$ cat src/rtl/conv3x3_window_if.sv
// -----------------------------------------------------------------------------
// conv3x3_window_if
//   Column-in / pixel-out bundle for the 3x3 convolution window.
//
//   Handshake: valid-only streaming, no ready and no backpressure. The
//   producer asserts data_valid_in for exactly the cycles in which data_in,
//   hcount_in, vcount_in and kernel_sel_in carry a column. The block asserts
//   data_valid_out for exactly one cycle per filtered pixel. While
//   data_valid_out is low, pixel_out, hcount_out and vcount_out hold their
//   last values.
//
//   Signals:
//     data_in        [2:0][7:0] column: [0] row above, [1] centre row, [2] row below
//     hcount_in      [10:0]     column index of data_in
//     vcount_in      [9:0]      centre-row index of data_in
//     data_valid_in             column valid this cycle
//     kernel_sel_in  [1:0]      0 identity, 1 Gaussian, 2 sharpen, 3 |Sobel-x|
//     pixel_out      [7:0]      filtered pixel
//     hcount_out     [10:0]     column of the window centre
//     vcount_out     [9:0]      row of the window centre
//     data_valid_out            one-cycle pulse per output pixel
//
//   Modports: master = column producer / pixel consumer, slave = the filter.
// -----------------------------------------------------------------------------
interface conv3x3_window_if;
  logic [2:0][7:0] data_in;
  logic [10:0]     hcount_in;
  logic [9:0]      vcount_in;
  logic            data_valid_in;
  logic [1:0]      kernel_sel_in;
  logic [7:0]      pixel_out;
  logic [10:0]     hcount_out;
  logic [9:0]      vcount_out;
  logic            data_valid_out;

  modport master (
    output data_in, hcount_in, vcount_in, data_valid_in, kernel_sel_in,
    input  pixel_out, hcount_out, vcount_out, data_valid_out
  );

  modport slave (
    input  data_in, hcount_in, vcount_in, data_valid_in, kernel_sel_in,
    output pixel_out, hcount_out, vcount_out, data_valid_out
  );
endinterface

$ cat src/rtl/conv3x3_window.sv
// -----------------------------------------------------------------------------
// conv3x3_window
//   Assembles a 3x3 window from a stream of vertical 3-pixel columns coming
//   out of the line buffer, applies a per-pixel selectable kernel and emits
//   one filtered 8-bit pixel with its centre coordinates. Edges are handled
//   by replication: top/bottom rows inside the column, left column on the
//   hcount==0 load, right column by a one-cycle flush after the last column.
//   Output latency is 3 cycles from the cycle a pixel is issued.
//
//   Parameters:
//     HRES  active pixels per line
//     VRES  active lines per frame
//
//   Ports:
//     clk_in  system clock
//     rst_in  asynchronous active-high reset (clears outputs, window,
//             pipeline and pending flush)
//     bus     conv3x3_window_if.slave (column in, filtered pixel out)
//
//   Build option:
//     CONV_BORDER_ZERO_EN  when defined, pixels centred on the frame border
//                          output 0 (timing and coordinates unchanged).
// -----------------------------------------------------------------------------
module conv3x3_window #(
  parameter int HRES = 640,
  parameter int VRES = 380
) (
  input  logic             clk_in,
  input  logic             rst_in,
  conv3x3_window_if.slave  bus
);

  typedef logic [2:0][7:0] col_t;

  localparam logic [10:0] H_LAST = 11'(HRES - 1);
  localparam logic [9:0]  V_LAST = 10'(VRES - 1);

  function automatic logic signed [12:0] to_s(input logic [7:0] p);
    return $signed({5'd0, p});
  endfunction

  // ---------------------------------------------------------------------------
  // Vertical edge replication of the incoming column
  // ---------------------------------------------------------------------------
  col_t col_in;

  always_comb begin
    col_in = bus.data_in;
    if (bus.vcount_in == '0)    col_in[0] = bus.data_in[1];
    if (bus.vcount_in == V_LAST) col_in[2] = bus.data_in[1];
  end

  // ---------------------------------------------------------------------------
  // Window and issue logic
  //   After a shift the window is {old W1, old W2, new column}, so the left
  //   column of an issued pixel is always the current W1 and W0 never needs
  //   its own register. The flush pixel uses W1 | W2 | W2 (right column
  //   replicated), centred on the last column of the line.
  // ---------------------------------------------------------------------------
  col_t        w1_q, w1_d;
  col_t        w2_q, w2_d;
  logic        flush_q, flush_d;
  logic [9:0]  flush_v_q, flush_v_d;
  logic [1:0]  flush_k_q, flush_k_d;

  logic        issue;
  col_t        tap_l, tap_c, tap_r;
  logic [10:0] iss_h;
  logic [9:0]  iss_v;
  logic [1:0]  iss_k;

  always_comb begin
    w1_d      = w1_q;
    w2_d      = w2_q;
    flush_d   = 1'b0;
    flush_v_d = flush_v_q;
    flush_k_d = flush_k_q;
    // Defaults describe the flush pixel; a normal issue overrides them.
    issue     = flush_q;
    tap_l     = w1_q;
    tap_c     = w2_q;
    tap_r     = w2_q;
    iss_h     = H_LAST;
    iss_v     = flush_v_q;
    iss_k     = flush_k_q;

    if (bus.data_valid_in) begin
      if (bus.hcount_in == '0) begin
        // Left edge: replicate the first column into centre and right. The
        // flush, if pending, already read the pre-update window above.
        w1_d = col_in;
        w2_d = col_in;
      end else begin
        w1_d = w2_q;
        w2_d = col_in;
        if (!flush_q) begin
          issue = 1'b1;
          tap_r = col_in;
          iss_h = bus.hcount_in - 11'd1;
          iss_v = bus.vcount_in;
          iss_k = bus.kernel_sel_in;
        end
      end
      if (bus.hcount_in == H_LAST) begin
        // The kernel is latched with the last column so the flush pixel
        // filters with the selection presented alongside its data.
        flush_d   = 1'b1;
        flush_v_d = bus.vcount_in;
        flush_k_d = bus.kernel_sel_in;
      end
    end
  end

  always_ff @(posedge clk_in or posedge rst_in) begin
    if (rst_in) begin
      w1_q      <= '0;
      w2_q      <= '0;
      flush_q   <= 1'b0;
      flush_v_q <= '0;
      flush_k_q <= '0;
    end else begin
      w1_q      <= w1_d;
      w2_q      <= w2_d;
      flush_q   <= flush_d;
      flush_v_q <= flush_v_d;
      flush_k_q <= flush_k_d;
    end
  end

  // ---------------------------------------------------------------------------
  // S1: taps, kernel select and coordinates
  // ---------------------------------------------------------------------------
  logic        s1_valid_q;
  col_t        s1_l_q, s1_c_q, s1_r_q;
  logic [1:0]  s1_k_q;
  logic [10:0] s1_h_q;
  logic [9:0]  s1_v_q;

  always_ff @(posedge clk_in or posedge rst_in) begin
    if (rst_in) begin
      s1_valid_q <= 1'b0;
      s1_l_q     <= '0;
      s1_c_q     <= '0;
      s1_r_q     <= '0;
      s1_k_q     <= '0;
      s1_h_q     <= '0;
      s1_v_q     <= '0;
    end else begin
      s1_valid_q <= issue;
      if (issue) begin
        s1_l_q <= tap_l;
        s1_c_q <= tap_c;
        s1_r_q <= tap_r;
        s1_k_q <= iss_k;
        s1_h_q <= iss_h;
        s1_v_q <= iss_v;
      end
    end
  end

  // ---------------------------------------------------------------------------
  // S2: signed weighted sum. 13 bits covers Gaussian max 16*255 = 4080 and
  // the sharpen/Sobel range of -1020..1275.
  // ---------------------------------------------------------------------------
  logic signed [12:0] p00, p01, p02, p10, p11, p12, p20, p21, p22;
  logic signed [12:0] sum_d;

  assign p00 = to_s(s1_l_q[0]);
  assign p01 = to_s(s1_c_q[0]);
  assign p02 = to_s(s1_r_q[0]);
  assign p10 = to_s(s1_l_q[1]);
  assign p11 = to_s(s1_c_q[1]);
  assign p12 = to_s(s1_r_q[1]);
  assign p20 = to_s(s1_l_q[2]);
  assign p21 = to_s(s1_c_q[2]);
  assign p22 = to_s(s1_r_q[2]);

  always_comb begin
    sum_d = p11;
    case (s1_k_q)
      2'd1: sum_d = p00 + (p01 <<< 1) + p02
                  + (p10 <<< 1) + (p11 <<< 2) + (p12 <<< 1)
                  + p20 + (p21 <<< 1) + p22;
      2'd2: sum_d = (p11 <<< 2) + p11 - p01 - p10 - p12 - p21;
      2'd3: sum_d = (p02 - p00) + ((p12 - p10) <<< 1) + (p22 - p20);
      default: sum_d = p11;
    endcase
  end

  logic               s2_valid_q;
  logic signed [12:0] s2_sum_q;
  logic [1:0]         s2_k_q;
  logic [10:0]        s2_h_q;
  logic [9:0]         s2_v_q;

  always_ff @(posedge clk_in or posedge rst_in) begin
    if (rst_in) begin
      s2_valid_q <= 1'b0;
      s2_sum_q   <= '0;
      s2_k_q     <= '0;
      s2_h_q     <= '0;
      s2_v_q     <= '0;
    end else begin
      s2_valid_q <= s1_valid_q;
      if (s1_valid_q) begin
        s2_sum_q <= sum_d;
        s2_k_q   <= s1_k_q;
        s2_h_q   <= s1_h_q;
        s2_v_q   <= s1_v_q;
      end
    end
  end

  // ---------------------------------------------------------------------------
  // S3: normalise / clamp into the output register
  // ---------------------------------------------------------------------------
  logic signed [12:0] g_rnd;
  logic signed [12:0] s_abs;
  logic [7:0]         pix_d;

  always_comb begin
    g_rnd = s2_sum_q + 13'sd8;
    s_abs = s2_sum_q[12] ? -s2_sum_q : s2_sum_q;
    pix_d = s2_sum_q[7:0];
    case (s2_k_q)
      2'd1: pix_d = 8'(g_rnd >>> 4);
      2'd2: begin
        if (s2_sum_q[12])               pix_d = 8'd0;
        else if (s2_sum_q > 13'sd255)   pix_d = 8'd255;
        else                            pix_d = s2_sum_q[7:0];
      end
      2'd3: pix_d = (s_abs > 13'sd255) ? 8'd255 : s_abs[7:0];
      default: pix_d = s2_sum_q[7:0];
    endcase
`ifdef CONV_BORDER_ZERO_EN
    if (s2_h_q == '0 || s2_h_q == H_LAST || s2_v_q == '0 || s2_v_q == V_LAST)
      pix_d = 8'd0;
`endif
  end

  logic        valid_out_q;
  logic [7:0]  pix_out_q;
  logic [10:0] h_out_q;
  logic [9:0]  v_out_q;

  always_ff @(posedge clk_in or posedge rst_in) begin
    if (rst_in) begin
      valid_out_q <= 1'b0;
      pix_out_q   <= '0;
      h_out_q     <= '0;
      v_out_q     <= '0;
    end else begin
      valid_out_q <= s2_valid_q;
      if (s2_valid_q) begin
        pix_out_q <= pix_d;
        h_out_q   <= s2_h_q;
        v_out_q   <= s2_v_q;
      end
    end
  end

  assign bus.data_valid_out = valid_out_q;
  assign bus.pixel_out      = pix_out_q;
  assign bus.hcount_out     = h_out_q;
  assign bus.vcount_out     = v_out_q;

endmodule

$ cat src/flat_wrapper.sv
// flat-port wrapper written by rule: the top's interface ports become plain ports
module conv3x3_window_flat 
#(
  parameter int HRES = 640,
  parameter int VRES = 380
)
  (clk_in, rst_in, bus_data_in, bus_hcount_in, bus_vcount_in, bus_data_valid_in, bus_kernel_sel_in, bus_pixel_out, bus_hcount_out, bus_vcount_out, bus_data_valid_out);
  conv3x3_window_if bus_i ();
  input  logic clk_in;
  input  logic rst_in;
  input wire logic [$bits(bus_i.data_in)-1:0] bus_data_in;
  input wire logic [$bits(bus_i.hcount_in)-1:0] bus_hcount_in;
  input wire logic [$bits(bus_i.vcount_in)-1:0] bus_vcount_in;
  input wire logic [$bits(bus_i.data_valid_in)-1:0] bus_data_valid_in;
  input wire logic [$bits(bus_i.kernel_sel_in)-1:0] bus_kernel_sel_in;
  output wire logic [$bits(bus_i.pixel_out)-1:0] bus_pixel_out;
  output wire logic [$bits(bus_i.hcount_out)-1:0] bus_hcount_out;
  output wire logic [$bits(bus_i.vcount_out)-1:0] bus_vcount_out;
  output wire logic [$bits(bus_i.data_valid_out)-1:0] bus_data_valid_out;
  assign bus_i.data_in = bus_data_in;
  assign bus_i.hcount_in = bus_hcount_in;
  assign bus_i.vcount_in = bus_vcount_in;
  assign bus_i.data_valid_in = bus_data_valid_in;
  assign bus_i.kernel_sel_in = bus_kernel_sel_in;
  assign bus_pixel_out = bus_i.pixel_out;
  assign bus_hcount_out = bus_i.hcount_out;
  assign bus_vcount_out = bus_i.vcount_out;
  assign bus_data_valid_out = bus_i.data_valid_out;
  conv3x3_window #(.HRES(HRES), .VRES(VRES)) u_core (.clk_in(clk_in), .rst_in(rst_in), .bus(bus_i));
endmodule
$ cat config.mk
export PLATFORM = sky130hd
export DESIGN_NAME = conv3x3_window_flat
export DESIGN_NICKNAME = d
export VERILOG_FILES = /design/src/rtl/conv3x3_window_if.sv /design/src/rtl/conv3x3_window.sv /design/src/flat_wrapper.sv
export SDC_FILE = /design/constraint.sdc
export NUM_CORES = 1
export LEC_CHECK = 0
export ABC_AREA = 0
export BUFFER_PORTS_ARGS = -buffer_cell sky130_fd_sc_hd__buf_2
export CAP_MARGIN = 15
export CORE_MARGIN = 2
export CORE_UTILIZATION = 55
export DETAILED_ROUTE_END_ITERATION = 10
export PLACE_DENSITY = 0.73
export RECOVER_POWER = 100
export SLEW_MARGIN = 0
export SYNTH_ARGS = -nofsm -noshare
export SYNTH_HDL_FRONTEND = slang
export SYNTH_SLANG_ARGS = --single-unit
$ cat constraint.sdc
create_clock -name clk_in -period 14.05 [get_ports clk_in]
set_input_delay 1.405 -clock clk_in [delete_from_list [all_inputs] [get_ports clk_in]]
set_output_delay 1.405 -clock clk_in [all_outputs]
set_load 0.01 [all_outputs]
* Word-level counts from Yosys, hierarchy flattened *
Cells that the tools add are included.

word-level totals
  register bits = 224
  bits of input ports = 50

operators by class
  $add $sub $neg = 21
  order comparisons = 2
  equality and inequality tests = 8
  mux-type cells = 25
  reductions and logical operators = 3

operators with widths
  operator                 number
  $mux W24                 4
  $sub A13 B9 Y13          4
  $mux W8                  5
  $add A13 B10 Y13         3
  $add A13 B9 Y13          3
  $pmux W13 S3             1
  $mux W11                 3
  $mux W10                 3
  $sub A8 B8 Y9            3
  $add A13 B13 Y13         2
  $gt A13 B9 Y1 const B    2
  $pmux W8 S3              1
  $add A13 B11 Y13         1
  $mux W13                 1
  $neg A13 Y13             1
  $add A12 B5 Y12 const B  1
  $add A10 B8 Y11          1
  $eq A11 B10 Y1 const B   1
  $logic_not A11 Y1        1
  $sub A11 B1 Y11 const B  1
  $add A8 B9 Y10           1
  $eq A10 B9 Y1 const B    1
  $logic_not A10 Y1        1
  $eq A2 B2 Y1 const B     4
  4 further kinds          10

* Depth between registers and ports, before layout *
Gate-level depths: netlist of run 1.

  word-level depth = 9
  depth in mapped cells = 22
  depth with buffers taken out = 22

* Worst setup path after synthesis of run 1 *
No wires, ideal clock.

  path kind = register -> register
  from = register u_core.s1_c_q (netlist bit u_core.p01[0])
  to = register u_core.s2_sum_q[11]
  setup time = 64 ps
  arrival time = 5325 ps
  slack = 8661 ps
  cell stages (with the launch flop) = 23
  buffers on the path = 0
  period minus slack after synthesis = 5389 ps
  cells stage by stage = dfrtp_1 > ha_1 > inv_1 > fa_1 > nor2b_1 > o21ai_0 > a21boi_0 > o21ai_0 > a21boi_0 > nor2_1 > fa_1 > inv_1 > fa_1 > fa_1 > fa_1 > inv_1 > ha_1 > o21ai_0 > o21bai_1 > o311a_1 > or3_1 > a311oi_1 > a211o_1

on the way
  cells in the longest elaborated chain, start to end = 9
  elaborated cells on any way between the ends = 13
  classes of those cells = add/sub (12); mux (1)

RTL lines
  what                    line                   text
  start, declared         conv3x3_window.sv:134  col_t s1_l_q, s1_c_q, s1_r_q;
  start signal, assigned  conv3x3_window.sv:152  s1_c_q <= tap_c;
  $add A8 B9 Y10          conv3x3_window.sv:181  2'd1: sum_d = p00 + (p01 <<< 1) + p02
  $add A13 B9 Y13         conv3x3_window.sv:181
  $add A13 B10 Y13        conv3x3_window.sv:182  + (p10 <<< 1) + (p11 <<< 2) + (p12 <<< 1)
  $add A13 B11 Y13        conv3x3_window.sv:182
  $add A13 B10 Y13        conv3x3_window.sv:182
  $add A13 B9 Y13         conv3x3_window.sv:183  + p20 + (p21 <<< 1) + p22;
  $add A13 B10 Y13        conv3x3_window.sv:183
  $add A13 B9 Y13         conv3x3_window.sv:183
  $pmux W13 S3 (*)        conv3x3_window.sv:180  case (s1_k_q)
  end signal, assigned    conv3x3_window.sv:206  s2_sum_q <= sum_d;
  end, declared           conv3x3_window.sv:191  logic signed [12:0] s2_sum_q;

Mark *: on every way between the ends. The rest lies on a longest branch, timed or not.
A chain may end at the register's enable or synchronous reset.

* Worst setup path after layout of run 1 *
  from = input bus_data_valid_in
  to = register u_core.s1_l_q (netlist bit u_core.p20[7])

on the way
  cells in the longest elaborated chain, start to end = 1

RTL lines
  what                  line                   text
  start, declared       flat_wrapper.sv:14     input wire logic [$bits(bus_i.data_valid_in)-1:0] bus_data_valid_in;
  $mux W1               conv3x3_window.sv:87   if (bus.data_valid_in) begin
  end signal, assigned  conv3x3_window.sv:151  s1_l_q <= tap_l;
  end, declared         conv3x3_window.sv:134

No other way between the ends.

==> impl_results.md, run 1 <==
* Multi-input logic area at 8374 um2
* Largest family of logic cells by synthesized area: adder cells
* Drt drc at 0
* Met2 GRT Util at 39.09%
* Synth Cell Area at 14960 um2
* Final core utilization at 61.03%
* Hold buffer count at cts at 0
* XOR/XNOR share of the synthesized area at 3.513%
* Register area share after synthesis at between 30% and 40%
* Vias in the first global route at 10970
* Post-Syn Nets at 1723
* Status: finished with violations
* H-tree Lvls at 1
* Syn Area/Cell at 9.941 um2
* Clock Pin Slew Worst Setup and Hold Paths at 60 ps
* Clk sinks at about 220
* Gpl congestion at 0.8892
* M1 GR Usage at 35.68%
* Post CTS Setup Buffer Count at 0
* Post-CTS sizing at 0
* Fin nets at ~1800
* Largest net degree at the start of global routing at 81
* Async SR Flop Fraction at 100.0%
* DR WL/cell at 17.94 um
* Final period util at 55.07%
* Post-Syn Instances at about 1500
* HPWL after DPL at between 20000 and 30000 um
* Area fraction of the dominant cell type after synthesis at 37.47%
* N_diodes at 0
* Crit. End Element: flip-flop
* GR Layer Usage met3 at 4.185%
* Critical Path RT at 14480 ps
* Post-synth EDFFs at 0
* GRT overflow at 0
* CP Class: input port to flip-flop
* Most common cell after layout, fill and taps aside: dfrtp_1
* Number of DRC markers in iteration 0 at 731
* Pleak at 7.446 nW
* Total routed wirelength at ~34000 um
* Die area at 28540 um2
* Final ANT Viol Nets at 0
* TNS Setup at 0 ps
* Worst-Margin Slew at 3598 ps
* Count of final max-slew check failures at 333
* Row Count at 60
* Arr. time, crit path at 8170 ps
* First-pass GRT wire length at 56670 um
* Top_reg_cell synth: dfrtp_1
* Crit-path max cell delay at 2470 ps
* Reg area at 5609 um2
* GRT Overall Usage at between 20% and 30%
* Die X at ~170 um
* Fmax at 129.2 MHz
* P&R area growth vs syn at 9.325%
* Layout cell share with drive strength beyond 1 at 12.71%
* Cell taking the most area after synthesis: dfrtp_1
* Max rail drop VDD at between 0.0002 and 0.0003 V
* Peak fanout along the critical path at between 70 and 80
* Root buffer cell: clkbuf_16
* CTS Buf Count at 25
* Cells along the critical path: buf_2, clkbuf_1, a21boi_0, clkbuf_1, clkbuf_1, o21ai_0, o21ai_0
* RSZ-0062 raised after global routing: false
* Count of final setup violators at 0
* Ranking of synthesized cells by area: dfrtp_1, fa_1, mux2_2
* Worst setup SP type: input port
* #FFs+latches synth at between 200 and 250
* Worst skew pair latency at 540 ps
* Multiplexer share of the synthesized area at 9.994%
* Min-delay worst type: flip-flop to flip-flop
* P per Cell Area at 249.4 nW/um2
* Max clock buf depth at 3
* Chip Height at roughly 170 um
* Max_slew headroom at -141.2%
* Initial DRT Pass Iterations at 5
* Most frequent cells in the layout: dfrtp_1, inv_1, o21ai_0
* Via density at 5.739
* Compound-cell area share of the yosys netlist at 15.00%
* Via count at around 11000
* Most frequent CP cell: clkbuf_1
* PortBufs at 79
* # fillers at 2232
* Busiest grt layer: met2
* CTS tree: done
* Initial antenna violation count at 0
* Max-Cap Viols at 6
* Synthesized-area fraction occupied by and/or/nand/nor cells at 9.216%
* I/O pins at 80
* Slowest-stage cell, CP: clkbuf_1
* Adder-Cell Fraction of Synth Area at 18.42%
* Layout Skew at 11.10 ps
* Initial Util at 55.82%
* Violated checks: max-capacitance violations, max-slew violations
* Core ar. at around 27000 um2
* Final hold vios at 0
* Synth cell types at 74
* Min Tclk post-route at 7737 ps
* Warnings, synthesis at 0
==> final timing paths <==
check	from	end	slack [ps]	depth (start not counted)
min in group asynchronous	rst_in	u_core.bus.pixel_out[5]	1910	2
hold / removal	u_core.flush_v_q[4]	u_core.s1_v_q[4]	480	2
max in group asynchronous	rst_in	u_core.flush_q	7230	3
setup / recovery	bus_data_valid_in	u_core.p20[7]	6310	7
hold reg to reg	u_core.flush_v_q[4]	u_core.s1_v_q[4]	480	2
setup reg to reg	u_core.p01[0]	u_core.s2_sum_q[11]	8080	22
==> power by group <==
part	leakage (nW)	switching, W	internal [W]
clock	0.432	0.000271	0.000429
sequential	2.64	0.000109	0.000744
combinational	4.37	0.00142	0.00110
total	7.45	0.00180	0.00228
==> kinds of logic (layout without fill, tap and decap cells) <==
kind of cell | count (synthesis) | count (layout)
compound gates | 384 | 384
xor+xnor | 60 | 60
fa+ha+maj | 168 | 168
buf+inv | 241 | 309
flops | 224 | 224
mux | 134 | 134
simple gates | 294 | 294
==> final cells by class <==
cell class                 instances  area share [%]
tap                              341           2.609
multi-input combinational       1040           51.20
clock buffer                      35           4.360
clock inverter                    11           1.071
inverter                         175           4.024
sequential                       224           34.29
timing repair buffer              88           2.440
==> registers in the layout (all words and copies together) (netlist names), 10 cells and up <==
name,flops
u_core.tap_c,24
u_core.tap_l,24
u_core.s2_sum_q,13
u_core.bus.hcount_out,11
u_core.s1_h_q,11
u_core.s2_h_q,11
u_core.bus.vcount_out,10
u_core.flush_v_q,10
u_core.s1_v_q,10
u_core.s2_v_q,10
==> critical path, delay by kind of cell <==
| family | cells | cell delay, ps |
|---|---|---|
| buf+inv | 4 | 5740 |
| compound gates | 3 | 950 |
==> per-stage QoR <==
step | power (W) | cells | setup slack (ps) | hold slack, ps | instance area, um2
finish | 0.004080 | 1914 | 6313 | 479.1 | 16360
detailed placement | 0.003368 | 1867 | 8100 | 470.2 | 15570
floorplan | 0.002764 | 1505 | 6511 | 351.9 | 14960
CTS | 0.004085 | 1913 | 8073 | 483.4 | 16460
global placement | 0.003314 | 1867 | 8251 | 457.8 | 15570
global route | 0.004451 | 1914 | 5595 | 493.2 | 16360
==> cell usage after synthesis (all sizes together), types with 14 or more instances <==
master / count
nand2: 114
mux2: 93
clkbuf: 46
nor3: 18
xor2: 17
nand3: 15
nor2: 81
fa: 87
o21ai: 198
xnor2: 43
mux2i: 38
inv: 175
ha: 81
buf: 20
a211oi: 14
dfrtp: 224
a21oi: 77
==> routing by layer <==
metal	wire (um)	part of all wire (%)	vias up
met5	0	0	-
met4	646	1.9	0
met3	1913	5.6	46
met2	15670	46	258
met1	16100	47	5442
li1	-	-	5239
(Power assumes the default switching activity.)
==> run 2, diff against run 1 <==
==> constraint.sdc (replaced) <==
create_clock -name clk_in -period 7.9 [get_ports clk_in]
set_input_delay 0.79 -clock clk_in [delete_from_list [all_inputs] [get_ports clk_in]]
set_output_delay 0.79 -clock clk_in [all_outputs]
set_load 0.01 [all_outputs]
==> run 2 against run 1 <==
Net effect:
- the flow still finishes with violations (max-capacitance violations, max-slew violations)
- combinational power rose by 77%
- critical path depth up 1
- worst setup slack got worse by 4500 ps
- sequential power grew 78%
- hold slack lost 5.4 ps
- global-route usage grew 0.31 points
- clock-buffer cell count is 2 lower
- register-to-register slack worse by 6100 ps
- largest cell class unchanged
==> impl_results.md, run 2 (same netlist as run 1, synthesis figures left out) <==
* CTS Buf Count at 24 (-4.0%)
* Status: finished with violations
* Max-Cap Viols at 7 (+1)
* Core ar. at 26800 um2 (unchanged)
* Total routed wirelength at 35030 um (+2.0%)
* Arr. time, crit path at 6490 ps (-1680 ps)
* PortBufs at 79 (unchanged)
* Initial DRT Pass Iterations at 6 (+1)
* Pleak at 7.420 nW (-0.36%)
* Most common cell after layout, fill and taps aside: dfrtp_1
* Chip Height at 168.9 um (unchanged)
* DR WL/cell at 18.34 um (+2.2%)
* Fin nets at 1771 (-0.056%)
* Psw at 0.003179 W (+76%)
* Critical Path RT at 8270 ps (-6210 ps)
* Final ANT Viol Nets at 0 (unchanged)
* Max rail drop VDD at 0.0003933 V (+44%)
* Crit. End Element: flip-flop
* Final period util at 77.45%
* Max clock buf depth at 3 (unchanged)
* RSZ-0062 raised after global routing: false
* Count of final setup violators at 0 (unchanged)
* Die X at 168.9 um (unchanged)
* Initial Util at 55.82% (unchanged)
* Via density at 5.774 (+0.61%)
* Largest net degree at the start of global routing at 97 (+20%)
* Min-delay worst type: flip-flop to flip-flop
* # fillers at 2221 (-0.49%)
* Violated checks: max-capacitance violations, max-slew violations
* Initial antenna violation count at 0 (unchanged)
* GRT overflow at 0 (unchanged)
* Most frequent cells in the layout: dfrtp_1, inv_1, o21ai_0
* Peak fanout along the critical path at 76 (unchanged)
* Via count at 11030 (+0.40%)
* Worst setup SP type: input port
* Post CTS Setup Buffer Count at 0 (unchanged)
* HPWL after DPL at 26010 um (+1.8%)
* Clock Pin Slew Worst Setup and Hold Paths at 60 ps (about the same)
* First-pass GRT wire length at 57260 um (+1.0%)
* Final core utilization at 60.77% (-0.26 points)
* Post-CTS sizing at 0 (unchanged)
* Vias in the first global route at 11190 (+2.0%)
* H-tree Lvls at 1 (unchanged)
* Part of the power in registers at 21.1% (+0.2 points)
* Layout cell share with drive strength beyond 1 at 12.49% (-0.22 points)
* Layout Skew at 10.79 ps (-0.3088 ps)
* Clock Power Share at 16.5% (-0.7 points)
* Min Tclk post-route at 6119 ps
* P&R area growth vs syn at 8.865%
* Reg area at 5609 um2 (unchanged)
* Multi-input logic area at 8374 um2 (unchanged)
* N_diodes at 0 (unchanged)
* Worst-Margin Slew at 4055 ps (+456.6 ps)
* Cell Int Power at 0.004001 W (+76%)
* Logic pwr share at 62.4% (+0.5 points)
* Hold buffer count at cts at 0 (unchanged)
* Count of final max-slew check failures at 374 (+12%)
* Max_slew headroom at -171.8% (-31 points)
* Drt drc at 0 (unchanged)
* Clk sinks at 224 (unchanged)
* Worst skew pair latency at 530 ps (about the same)
* Final hold vios at 0 (unchanged)
* GRT Overall Usage at 24.92% (+0.31 points)
* Die area at 28540 um2 (unchanged)
* P per Cell Area at 440.8 nW/um2 (+77%)
* Root buffer cell: clkbuf_16
* Gpl congestion at 0.8886 (about the same)
* CTS tree: done
* Number of DRC markers in iteration 0 at 787 (+7.7%)
* Sw Ratio at 44.28% (about the same)
* Row Count at 60 (unchanged)
* Fmax at 163.4 MHz
* CP Class: input port to flip-flop
* I/O pins at 80 (unchanged)
* TNS Setup at 0 ps (unchanged)
run 2: changes by cell type in the layout (fill, tap and decap cells not counted), sizes merged:
cell      previous run  this run
buf                 51        50
clkbuf              72        71
clkinvlp             3         1
clkinv               4         5
inv                175       174
run 2: worst paths after layout:
kind / slack (ps) / start / cells after the start / end
max in group asynchronous: 2440 / rst_in / 3 / u_core.p10[7]
worst max-delay path: 1780 / bus_data_valid_in / 8 / u_core.p12[3]
worst min-delay path: 470 / u_core.flush_k_q[0] / 2 / u_core.s1_k_q[0]
worst max register to register: 1990 / u_core.p01[0] / 22 / u_core.s2_sum_q[11]
min in group asynchronous: 1470 / rst_in / 2 / u_core.s2_h_q[0]
worst min register to register: 470 / u_core.flush_k_q[0] / 2 / u_core.s1_k_q[0]
run 2: final cells by class:
cell class	count	share of cell area (%)
Clock buffer	33	4.079
Sequential cell	224	34.44
Inverter	175	4.041
Timing Repair Buffer	88	2.443
Clock inverter	9	0.9603
Multi-Input combinational cell	1040	51.42
Tap cell	341	2.620
run 2: power by group through the flow:
stage	Clock [W]	Combinational, W	Sequential (W)
2_1_floorplan	0	0.00345	0.00147
3_3_place_gp	0	0.00436	0.00153
3_5_place_dp	0	0.00446	0.00154
4_1_cts	0.00120	0.00449	0.00152
5_1_grt	0.00125	0.00506	0.00154
6_report	0.00118	0.00448	0.00152
run 2: stage by stage:
step                total power [W]  cell area [um2]  cells  hold slack (ps)  setup WS [ps]
floorplan                  0.004916            14960   1505            351.9          975.5
global placement           0.005890            15570   1867            458.6           2095
detailed placement         0.005994            15570   1867            467.8           1998
CTS                        0.007208            16390   1909            384.8           1953
global route               0.007854            16290   1910            505.5           1246
finish                     0.007180            16290   1910            473.7           1781
run 2: layer usage:
| layer | track usage (%) | part of all wire [%] |
|---|---|---|
| met1 | 35.28 | 46 |
| met5 | 0 | 0 |
| met2 | 40.11 | 46 |
| met3 | 4.863 | 5.7 |
| met4 | 5.622 | 1.9 |
run 2: critical path, stage by stage:
cell,delay (ps)
buf_2,70
clkbuf_1,2440
a21boi_0,420
clkbuf_1,1160
clkbuf_2,1170
nor2_1,120
a21oi_1,170
o21ai_0,100
==> run 3, diff against run 2 <==
==> constraint.sdc (replaced) <==
create_clock -name clk_in -period 6.3 [get_ports clk_in]
set_input_delay 0.63 -clock clk_in [delete_from_list [all_inputs] [get_ports clk_in]]
set_output_delay 0.63 -clock clk_in [all_outputs]
set_load 0.01 [all_outputs]
==> run 3 against run 2 <==
Net effect:
- the flow still finishes with violations (max-capacitance violations, max-slew violations)
- total power grew 26%
- cell count grew 0.10%
- worst setup slack lost 1400 ps
- highest routed layer unchanged
- clock-buffer cell count grew 4
- clock skew grew 8.2 ps
==> impl_results.md, run 3 (same netlist as run 1, synthesis figures left out) <==
* CP delay by family, top: adder cells
* Row Count at 60 (unchanged)
* DR WL/cell at 18.17 um (-0.93%)
* Hold buffer count at cts at 0 (unchanged)
* Crit. End Element: flip-flop
* GRT Overall Usage at 24.90% (-0.026 points)
* Final hold vios at 0 (unchanged)
* Clk sinks at 224 (unchanged)
* Reg2Reg Setup Slack at 400 ps (-1590 ps)
* Pleak at 7.434 nW (+0.19%)
* Layout Skew at 19.02 ps (+8.231 ps)
* P per Cell Area at 553.4 nW/um2 (+26%)
* Vias in the first global route at 11150 (-0.38%)
* Gpl congestion at 0.8692 (-2.2%)
* Largest net degree at the start of global routing at 195 (+100%)
* Core ar. at 26800 um2 (unchanged)
* Initial antenna violation count at 0 (unchanged)
* Final ANT Viol Nets at 0 (unchanged)
* Max_slew headroom at -134.1% (+38 points)
* Layout cell share with drive strength beyond 1 at 12.73% (+0.24 points)
* P&R area growth vs syn at 9.066%
* Min Tclk post-route at about 5900 ps
* Critical Path RT at 6770 ps (-1500 ps)
* Max rail drop VDD at 0.0005734 V (+46%)
* Violated checks: max-capacitance violations, max-slew violations
* Crit-path max cell delay at 540 ps (-1900 ps)
* Count of final setup violators at 0 (unchanged)
* N_diodes at 0 (unchanged)
* Tot Pwr at 0.009029 W (+26%)
* Status: finished with violations
* Met2 GRT Util at 39.09% (-1.0 points)
* I/O pins at 80 (unchanged)
* Drt drc at 0 (unchanged)
* Worst-Margin Slew at 3511 ps (-543.9 ps)
* HPWL after DPL at 25550 um (-1.8%)
* Total routed wirelength at 34740 um (-0.83%)
* Count of final max-slew check failures at 331 (-11%)
* Initial DRT Pass Iterations at 5 (-1)
* Final period util at around 94%
* Fmax at 169.4 MHz
* Most frequent CP cell: fa_1
* TNS Setup at 0 ps (unchanged)
* Die X at 168.9 um (unchanged)
* Worst Path Buf+Inv at 3 (-1)
* Via count at 11040 (+0.082%)
* First-pass GRT wire length at 57060 um (-0.35%)
* Most common cell after layout, fill and taps aside: dfrtp_1
* CTS Buf Count at 25 (+4.2%)
* H-tree Lvls at 1 (unchanged)
* Peak fanout along the critical path at 4 (-95%)
* Most frequent cells in the layout: dfrtp_1, inv_1, o21ai_0
* Number of DRC markers in iteration 0 at 720 (-8.5%)
* CTS tree: done
* Die area at 28540 um2 (unchanged)
* Root buffer cell: clkbuf_16
* CP Class: flip-flop to flip-flop
* Busiest grt layer: met2
* GRT overflow at 0 (unchanged)
* GR Layer Usage met3 at 4.045% (-0.82 points)
* Arr. time, crit path at 6370 ps (-120 ps)
* M1 GR Usage at 36.06% (+0.77 points)
* Via density at 5.773 (about the same)
* RSZ-0062 raised after global routing: false
* PortBufs at 79 (unchanged)
* Max-Cap Viols at 5 (-2)
* Max clock buf depth at 3 (unchanged)
* Min-delay worst type: input port to flip-flop
* Worst setup SP type: flip-flop
* Cells along the critical path: ha_1, inv_1, fa_1, nor2b_1, o21ai_0, a21boi_1, o21ai_0, a21boi_1, nor2_1, fa_1, inv_1, fa_1, fa_1, fa_1, inv_1, ha_1, o21ai_0, o21bai_1, o311a_1, or3_1, a311oi_1, a211o_1
* Chip Height at 168.9 um (unchanged)
* Clock Pin Slew Worst Setup and Hold Paths at 60 ps (about the same)
* Fin nets at 1770 (-0.056%)
* Slowest-stage cell, CP: fa_1
* Worst skew pair latency at 540 ps (about the same)
* Initial Util at 55.82% (unchanged)
[run 3: area by class of cell]
cell class | count | area, um2
flip-flops and latches | 224 | 5609
well taps | 341 | 426.7
repair buffers | 86 | 395.4
inverters | 175 | 658.1
clock inverters | 9 | 120.1
fillers | 2209 | 10480
clock buffers | 37 | 730.7
multi-input cells | 1040 | 8377
[run 3: worst paths after layout]
path,start,endpoint,cells past startpoint
worst max register to register,u_core.p01[0],u_core.s2_sum_q[11],22
max in group asynchronous,rst_in,u_core.flush_q,3
min in group asynchronous,rst_in,u_core.bus.vcount_out[6],2
worst min register to register,u_core.flush_v_q[7],u_core.s1_v_q[7],2
worst min-delay path,bus_kernel_sel_in[0],u_core.flush_k_q[0],2
worst max-delay path,u_core.p01[0],u_core.s2_sum_q[11],22
[run 3: repair_timing]
| action | in CTS | in global routing |
|---|---|---|
| endpoints found under the setup margin | 0 | 1 |
| gates resized for setup | 0 | 2 |
| hold endpoints to repair | 0 | 0 |
| buffers inserted | 0 | 0 |
[run 3: power breakdown]
group | switching, W | internal (W) | leakage [nW]
Clock | 0.000602 | 0.000891 | 0.417
Sequential | 0.000246 | 0.00166 | 2.64
Combinational | 0.00318 | 0.00245 | 4.38
[run 3: per-stage QoR]
step	hold WS, ps	std cells	setup WS, ps	cell area, um2	util [%]
4_1_cts	197.2	1912	277.0	16420	61.27
2_1_floorplan	351.9	1505	911.1	14960	-
6_report	344.3	1912	395.4	16320	60.88
3_5_place_dp	468.8	1866	330.9	15570	58.09
3_3_place_gp	457.7	1866	509.0	15570	58.09
5_1_grt	343.2	1912	64.29	16320	60.88
[run 3: worst register-to-register path, delay by kind of cell, from the launching register on]
kind,cells,cell delay (ps)
compound gates,9,1820
fa+ha+maj,7,2960
buf+inv,3,160
flops,1,350
simple gates,3,550
[run 3: metal layers]
metal	part of all wire (%)	routed length (um)
met2	45	15670
met4	2.5	873
met5	0	0
met1	47	16280
met3	5.5	1907
